[src/rtl/attribute_list_parser.sv]
// Parses the name=value attribute list that follows a tag name and emits one typed record per attribute.
// Optional build macro ATTR_PERCENT_EN adds att_is_percent for a trailing '%' on decimal values.
module attribute_list_parser #(
  parameter int VAL_WIDTH  = 16,
  parameter int MAX_DIGITS = 6,
  parameter int TYPE_WIDTH = 4
) (
  input  logic                  clock,
  input  logic                  reset,
  input  logic                  enable,
  input  logic [7:0]            char,
  input  logic                  char_valid,
  output logic                  next_char,
  output logic                  att_valid,
  output logic [TYPE_WIDTH-1:0] att_type,
  output logic [VAL_WIDTH-1:0]  att_value,
  output logic                  att_is_hex,
  output logic                  att_overflow,
  output logic                  has_finished
`ifdef ATTR_PERCENT_EN
  ,
  output logic                  att_is_percent
`endif
);

  localparam logic [TYPE_WIDTH-1:0] ATT_NONE     = 0;
  localparam logic [TYPE_WIDTH-1:0] ATT_COLOR    = 1;
  localparam logic [TYPE_WIDTH-1:0] ATT_SIZE     = 2;
  localparam logic [TYPE_WIDTH-1:0] ATT_SRC      = 3;
  localparam logic [TYPE_WIDTH-1:0] ATT_WIDTH    = 4;
  localparam logic [TYPE_WIDTH-1:0] ATT_HEIGHT   = 5;
  localparam logic [TYPE_WIDTH-1:0] ATT_HREF     = 6;
  localparam logic [TYPE_WIDTH-1:0] ATT_BG       = 7;
  localparam logic [TYPE_WIDTH-1:0] ATT_BORDER   = 8;
  localparam logic [TYPE_WIDTH-1:0] ATT_PADDING  = 9;
  localparam logic [TYPE_WIDTH-1:0] ATT_POSITION = 10;
  localparam logic [TYPE_WIDTH-1:0] ATT_MARGIN   = 11;

  localparam int W2 = VAL_WIDTH + 5;
  localparam int NW = $clog2(MAX_DIGITS + 1);

  typedef enum logic [2:0] {
    S_SKIP_WS, S_NAME, S_VALUE_OPEN, S_VALUE, S_EMIT, S_DONE
  } state_t;

  state_t                state_q, state_d;
  logic [7:0]            c0_q, c0_d, c1_q, c1_d, quote_q, quote_d;
  logic [TYPE_WIDTH-1:0] type_q, type_d;
  logic [VAL_WIDTH-1:0]  acc_q, acc_d;
  logic [NW-1:0]         ndig_q, ndig_d;
  logic                  hex_q, hex_d, ovf_q, ovf_d;
  logic [TYPE_WIDTH-1:0] att_type_q, att_type_d;
  logic [VAL_WIDTH-1:0]  att_value_q, att_value_d;
  logic                  att_hex_q, att_hex_d, att_ovf_q, att_ovf_d;
  logic                  done_q, done_d;
`ifdef ATTR_PERCENT_EN
  logic                  pct_q, pct_d, att_pct_q, att_pct_d;
`endif

  // Character classes of the current input
  logic       is_ws, is_term, is_letter, is_quote, is_dec, is_hexd, is_digit;
  logic [7:0] lc;
  logic [3:0] dig;
  logic [W2-1:0] wide;
  logic       consume;

  // First two name letters pick the attribute; bgcolor and background both map to BG.
  function automatic logic [TYPE_WIDTH-1:0] classify(input logic [7:0] a, input logic [7:0] b);
    logic [TYPE_WIDTH-1:0] t;
    t = ATT_NONE;
    case (a)
      "c": t = ATT_COLOR;
      "s": t = (b == "i") ? ATT_SIZE : (b == "r") ? ATT_SRC : ATT_NONE;
      "w": t = ATT_WIDTH;
      "h": t = (b == "e") ? ATT_HEIGHT : (b == "r") ? ATT_HREF : ATT_NONE;
      "b": t = (b == "a" || b == "g") ? ATT_BG : (b == "o") ? ATT_BORDER : ATT_NONE;
      "p": t = (b == "a") ? ATT_PADDING : (b == "o") ? ATT_POSITION : ATT_NONE;
      "m": t = ATT_MARGIN;
      default: t = ATT_NONE;
    endcase
    return t;
  endfunction

  always_comb begin
    is_ws     = (char == 8'h20) || (char == 8'h09) || (char == 8'h0d) || (char == 8'h0a);
    is_term   = (char == ">") || (char == "/");
    lc        = (char inside {[8'h41:8'h5a]}) ? (char | 8'h20) : char;
    is_letter = lc inside {[8'h61:8'h7a]};
    is_quote  = (char == 8'h22) || (char == 8'h27);
    is_dec    = char inside {[8'h30:8'h39]};
    is_hexd   = is_dec || (lc inside {[8'h61:8'h66]});
    is_digit  = hex_q ? is_hexd : is_dec;
    // '0'..'9' carry their value in the low nibble; a-f/A-F have low nibble 1..6.
    dig       = is_dec ? char[3:0] : (char[3:0] + 4'd9);
    wide      = hex_q ? {1'b0, acc_q, 4'd0} : (W2'(acc_q) * W2'(10));
    wide      = wide + W2'(dig);
  end

  always_comb begin
    state_d     = state_q;
    c0_d        = c0_q;
    c1_d        = c1_q;
    quote_d     = quote_q;
    type_d      = type_q;
    acc_d       = acc_q;
    ndig_d      = ndig_q;
    hex_d       = hex_q;
    ovf_d       = ovf_q;
    att_type_d  = att_type_q;
    att_value_d = att_value_q;
    att_hex_d   = att_hex_q;
    att_ovf_d   = att_ovf_q;
    done_d      = done_q;
`ifdef ATTR_PERCENT_EN
    pct_d       = pct_q;
    att_pct_d   = att_pct_q;
`endif
    consume     = 1'b0;

    if (enable) begin
      case (state_q)
        S_SKIP_WS: if (char_valid) begin
          consume = 1'b1;
          if (is_term) begin
            state_d = S_DONE;
            done_d  = 1'b1;
          end else if (is_letter) begin
            c0_d    = lc;
            c1_d    = 8'd0;
            state_d = S_NAME;
          end
        end
        S_NAME: if (char_valid) begin
          if (is_letter) begin
            consume = 1'b1;
            if (c1_q == 8'd0) c1_d = lc;
          end else if (char == "=") begin
            consume = 1'b1;
            type_d  = classify(c0_q, c1_q);
            state_d = S_VALUE_OPEN;
          end else if (is_ws || is_term) begin
            state_d = S_SKIP_WS;
          end else begin
            consume = 1'b1;
          end
        end
        S_VALUE_OPEN: if (char_valid) begin
          if (is_quote && quote_q == 8'd0 && !hex_q) begin
            consume = 1'b1;
            quote_d = char;
          end else if (char == "#" && !hex_q) begin
            consume = 1'b1;
            hex_d   = 1'b1;
          end else begin
            state_d = S_VALUE;
          end
        end
        S_VALUE: if (char_valid) begin
          if (is_digit) begin
            consume = 1'b1;
            if (ndig_q == NW'(MAX_DIGITS)) begin
              ovf_d = 1'b1;
            end else begin
              ndig_d = ndig_q + 1'b1;
              if (wide[W2-1:VAL_WIDTH] != '0) begin
                acc_d = '1;
                ovf_d = 1'b1;
              end else begin
                acc_d = wide[VAL_WIDTH-1:0];
              end
            end
`ifdef ATTR_PERCENT_EN
          end else if (char == "%" && !hex_q && ndig_q != '0 && !pct_q) begin
            consume = 1'b1;
            pct_d   = 1'b1;
`endif
          end else if (quote_q != 8'd0 && char != quote_q) begin
            consume = 1'b1;
          end else begin
            // Closing quote is eaten; an unquoted terminator is left for SKIP_WS.
            consume = (quote_q != 8'd0);
            state_d = S_EMIT;
            if (type_q != ATT_NONE) begin
              att_type_d  = type_q;
              att_value_d = acc_q;
              att_hex_d   = hex_q;
              att_ovf_d   = ovf_q;
`ifdef ATTR_PERCENT_EN
              att_pct_d   = pct_q;
`endif
            end
          end
        end
        S_EMIT: begin
          state_d = S_SKIP_WS;
          acc_d   = '0;
          ndig_d  = '0;
          hex_d   = 1'b0;
          ovf_d   = 1'b0;
          quote_d = 8'd0;
          type_d  = ATT_NONE;
`ifdef ATTR_PERCENT_EN
          pct_d   = 1'b0;
`endif
        end
        default: ;
      endcase
    end
  end

  always_ff @(posedge clock or posedge reset) begin
    if (reset) begin
      state_q     <= S_SKIP_WS;
      c0_q        <= 8'd0;
      c1_q        <= 8'd0;
      quote_q     <= 8'd0;
      type_q      <= ATT_NONE;
      acc_q       <= '0;
      ndig_q      <= '0;
      hex_q       <= 1'b0;
      ovf_q       <= 1'b0;
      att_type_q  <= ATT_NONE;
      att_value_q <= '0;
      att_hex_q   <= 1'b0;
      att_ovf_q   <= 1'b0;
      done_q      <= 1'b0;
`ifdef ATTR_PERCENT_EN
      pct_q       <= 1'b0;
      att_pct_q   <= 1'b0;
`endif
    end else begin
      state_q     <= state_d;
      c0_q        <= c0_d;
      c1_q        <= c1_d;
      quote_q     <= quote_d;
      type_q      <= type_d;
      acc_q       <= acc_d;
      ndig_q      <= ndig_d;
      hex_q       <= hex_d;
      ovf_q       <= ovf_d;
      att_type_q  <= att_type_d;
      att_value_q <= att_value_d;
      att_hex_q   <= att_hex_d;
      att_ovf_q   <= att_ovf_d;
      done_q      <= done_d;
`ifdef ATTR_PERCENT_EN
      pct_q       <= pct_d;
      att_pct_q   <= att_pct_d;
`endif
    end
  end

  // Pulse is gated by enable so a frozen EMIT holds the record back until enable returns.
  assign next_char    = consume;
  assign att_valid    = (state_q == S_EMIT) && enable && (type_q != ATT_NONE);
  assign att_type     = att_type_q;
  assign att_value    = att_value_q;
  assign att_is_hex   = att_hex_q;
  assign att_overflow = att_ovf_q;
  assign has_finished = done_q;
`ifdef ATTR_PERCENT_EN
  assign att_is_percent = att_pct_q;
`endif

endmodule

[config.mk]
export PLATFORM = sky130hd
export DESIGN_NAME = attribute_list_parser
export DESIGN_NICKNAME = d
export VERILOG_FILES = /design/src/rtl/attribute_list_parser.sv
export SDC_FILE = /design/constraint.sdc
export NUM_CORES = 1
export LEC_CHECK = 0
export ABC_AREA = 1
export BUFFER_PORTS_ARGS = -buffer_cell sky130_fd_sc_hd__clkbuf_2
export CORE_UTILIZATION = 67
export DETAILED_ROUTE_END_ITERATION = 16
export GPL_TIMING_DRIVEN = 0
export HOLD_SLACK_MARGIN = 0.02
export PLACE_DENSITY = 0.93
export SLEW_MARGIN = 20
export SYNTH_ARGS = -nofsm -noshare
export SYNTH_HDL_FRONTEND = slang
export SYNTH_SLANG_ARGS = --single-unit
[constraint.sdc]
create_clock -name clock -period 9.17 [get_ports clock]
set_input_delay 0.4585 -clock clock [delete_from_list [all_inputs] [get_ports clock]]
set_output_delay 0.4585 -clock clock [all_outputs]
set_load 0.005 [all_outputs]
==> results.md <==
* Mapped Cells at 862
* Commonest non-fill, non-tap cell in the layout: nand2_1
* Worst skew pair latency at 0.37 ns
* Number of flops mapped to enable cells by yosys at 0
* Total power density per cell area at roughly 240 nW/µm²
* Routability congestion estimate from global placement at 0.9901
* Cts hold-fix bufs at 1
* Worst endpoint required time at 9.47 ns
* Final setup margin at 5.037 ns
* Run status: complete, no violations
* Crit Path Class: in -> reg
* First-pass GRT wire length at between 20 and 25 mm
* Synthesized flop and latch total at 75
* DP Worst Slack at 4.813 ns
* Hold Vio Cnt, Final at 0
* Routed WL per cell at 14.59 µm
* Number of DRC markers in iteration 0 at 491
* Final antenna-violating net count at 0
* Synthesized area at ~6000 µm²
* Internal power at 0.8118 mW
* Grt ovf at 0
* Filler cell count at 617
* Yosys Warn Count at 0
* Antenna diodes at 0
* Clock sink count at 75
* CTS max path bufs at 2
* Multi-input logic area at 3373 µm²
* Tot GR Track Use at 0.3424
* DRT Pass-1 Iters at 6
* Setup TNS at 0 ns
* Worst vdd ir at 0.0001499 V
* Fin crit share at 0.4507
* DR vias at 5874
* Maxcap violations at 0
* Drt drc at 0
* Initial Util at 0.7049
* RSZ-0062 raised after global routing: false
* Area grow syn2layout at 8.810%
* DIE WIDTH at 95.91 µm
* Root buf cell: clkbuf_8
* WL final at 14.84 mm
* Htree depth at 3
* Critical path launch point type: input pin
* Net Switching at 0.7471 mW
* Leak at 3.471 nW
* IO buf count at 32
* Ys async rst share at 1.000
* Post-Syn Nets at 913
* Logic pwr share at 0.509
* IO Pins at 37
* Fmax at 242.0 MHz
* Syn Area/Cell at 6.854 µm²
* Storage cell area at ~1900 µm²
* Share of cells above drive strength 1 at 0.1294
* Sw frac at 0.4792
* Worst clock skew at 0.01739 ns
* Worst Path Max Fanout at 10
* PostCTS Resize Cnt at 0
* Max Slew Vio Count at 0
* Critical Path End Type: register
* Worst R2R Setup Slack at 5.76 ns
* WP data arrival at 4.43 ns
* Minimum clock period at 4.133 ns
* Vias per cell at 5.776
* Antenna violations before repair at 0
* Nets at 958
* Synth cell types at 48
* Core Box Area at 8382 µm²
* Inserted Clock Buffers at 9
* Most frequent cells in the layout: nand2_1, inv_1, nand3_1
* Post-CTS Repair Setup Buffers at 0
* Worst-Margin Slew at 0.6604 ns
* Hold Path Class: in -> reg
* Clk slew on worst S/H paths at approximately 0.080 ns
* Max-slew headroom at 0.5568
* Die Area at between 9000 and 10000 µm²
* Largest net degree at the start of global routing at 61
* Seq/Total Area, Yosys at 0.3177
* Commonest register cell after synthesis: dfrtp_1
* Final setup viols at 0
* Die Span Y at roughly 96 µm
* Clock Power Share at 0.162
* Reg power frac at 0.329
* Vias in the first global route at 5310
* Dpl hpwl at 11.47 mm
* Standard-cell row count at 33
* CTS tree: built
==> critical path, stage by stage <==
cell and delay (ns):
clkbuf_2 0.23, inv_1 0.20, ha_1 0.24, inv_1 0.11, nor2_1 0.07, o21ai_1 0.53
nand2_1 0.16, xor2_1 0.22, inv_1 0.09, fa_1 0.45, inv_1 0.07, nand2_1 0.04
nand2_1 0.08, nand3_1 0.11, nor2_2 0.12, nand3_1 0.11, nor2_2 0.17, nand3_2 0.13
nor2_4 0.15, nor2_2 0.05, nand2_2 0.07, nand2_4 0.09, buf_6 0.16, nand3_1 0.08
nand3_1 0.12, nand2_1 0.09
==> area by class of cell <==
class                           instances  share of cell area
Timing Repair Buffer                   34             0.03075
Tap cell                              105             0.02044
Clock inverter                          7             0.01012
Multi-Input combinational cell        628              0.5247
Buffer                                 23             0.02258
Sequential cell                        75              0.2919
Inverter                              136             0.08019
Clock buffer                            9             0.01927
==> through the flow <==
step	util	cell area [µm²]	hold slack, ns	std cells	power, mW
CTS	0.7670	6429	0.3862	1017	1.549
global route	0.7670	6429	0.3845	1017	1.687
global placement	0.7397	6200	0.4352	999	1.248
floorplan	-	5908	0.4223	862	1.109
finish	0.7670	6429	0.4009	1017	1.559
detailed placement	0.7432	6230	0.4072	1000	1.294
==> power by group through the flow <==
stage / registers [mW] / clock network [mW] / logic, mW
global route: 0.525 / 0.266 / 0.896
finish: 0.513 / 0.252 / 0.794
detailed placement: 0.517 / 0 / 0.777
floorplan: 0.490 / 0 / 0.619
global placement: 0.509 / 0 / 0.739
CTS: 0.510 / 0.255 / 0.784
==> routing by layer <==
metal  GRT usage  wire length (µm)
met4      0.1269               412
met1      0.4716              6442
met5           0                 0
met2      0.5524              6776
met3     0.04265              1204
==> synth_stat cells (3+ instances only) <==
cell      instances  share of area
a21oi_1          13          0.011
buf_2            10         0.0085
buf_6             5         0.0095
clkbuf_1          5         0.0032
dfrtp_1          75           0.32
ha_1             37          0.078
inv_1           125          0.079
inv_2             9         0.0057
nand2_1         244           0.16
nand2_2          11          0.012
nand3_1          98          0.083
nand3_2          10          0.017
nand3b_1          3         0.0038
nand4_1          12          0.013
nor2_1           59          0.037
nor2_2            7         0.0074
nor2_4            3         0.0057
nor3_1           11         0.0093
nor4_1            8         0.0085
o21ai_0          52          0.044
o21ai_1          12          0.010
o31ai_1           4         0.0051
xnor2_1           9          0.013
xor2_1           10          0.015
==> flip-flops by register name (all words and copies together) (netlist names) <==
signal	flops
att_value	16
state_q	3
type_q	4
hex_q	1
has_finished	1
ovf_q	1
quote_q	8
att_is_hex	1
att_overflow	1
att_type	4
ndig_q	3
c1_q	8
c0_q	8
acc_q	16
==> cell families (layout without fill, tap and decap cells) <==
family	count (synthesis)	in the layout	share of synthesized area
AO/OA/AOI/OAI	98	98	0.09467
XOR/XNOR	19	19	0.02817
adder cells (fa/ha/maj)	39	39	0.08513
buffers and inverters	159	209	0.1114
flip-flops	75	75	0.3177
AND/OR/NAND/NOR	472	472	0.3630
==> final timing paths <==
path | startpoint | endpoint | cells after the start
max in group asynchronous | reset | quote_q[1] | 4
min reg2reg | c0_q[6] | c0_q[6] | 2
max reg2reg | acc_q[1] | acc_q[3] | 19
max | char[1] | acc_q[3] | 26
min | enable | hex_q | 2
min in group asynchronous | reset | c1_q[2] | 3
No activity file was read; power rests on OpenSTA's default activity.
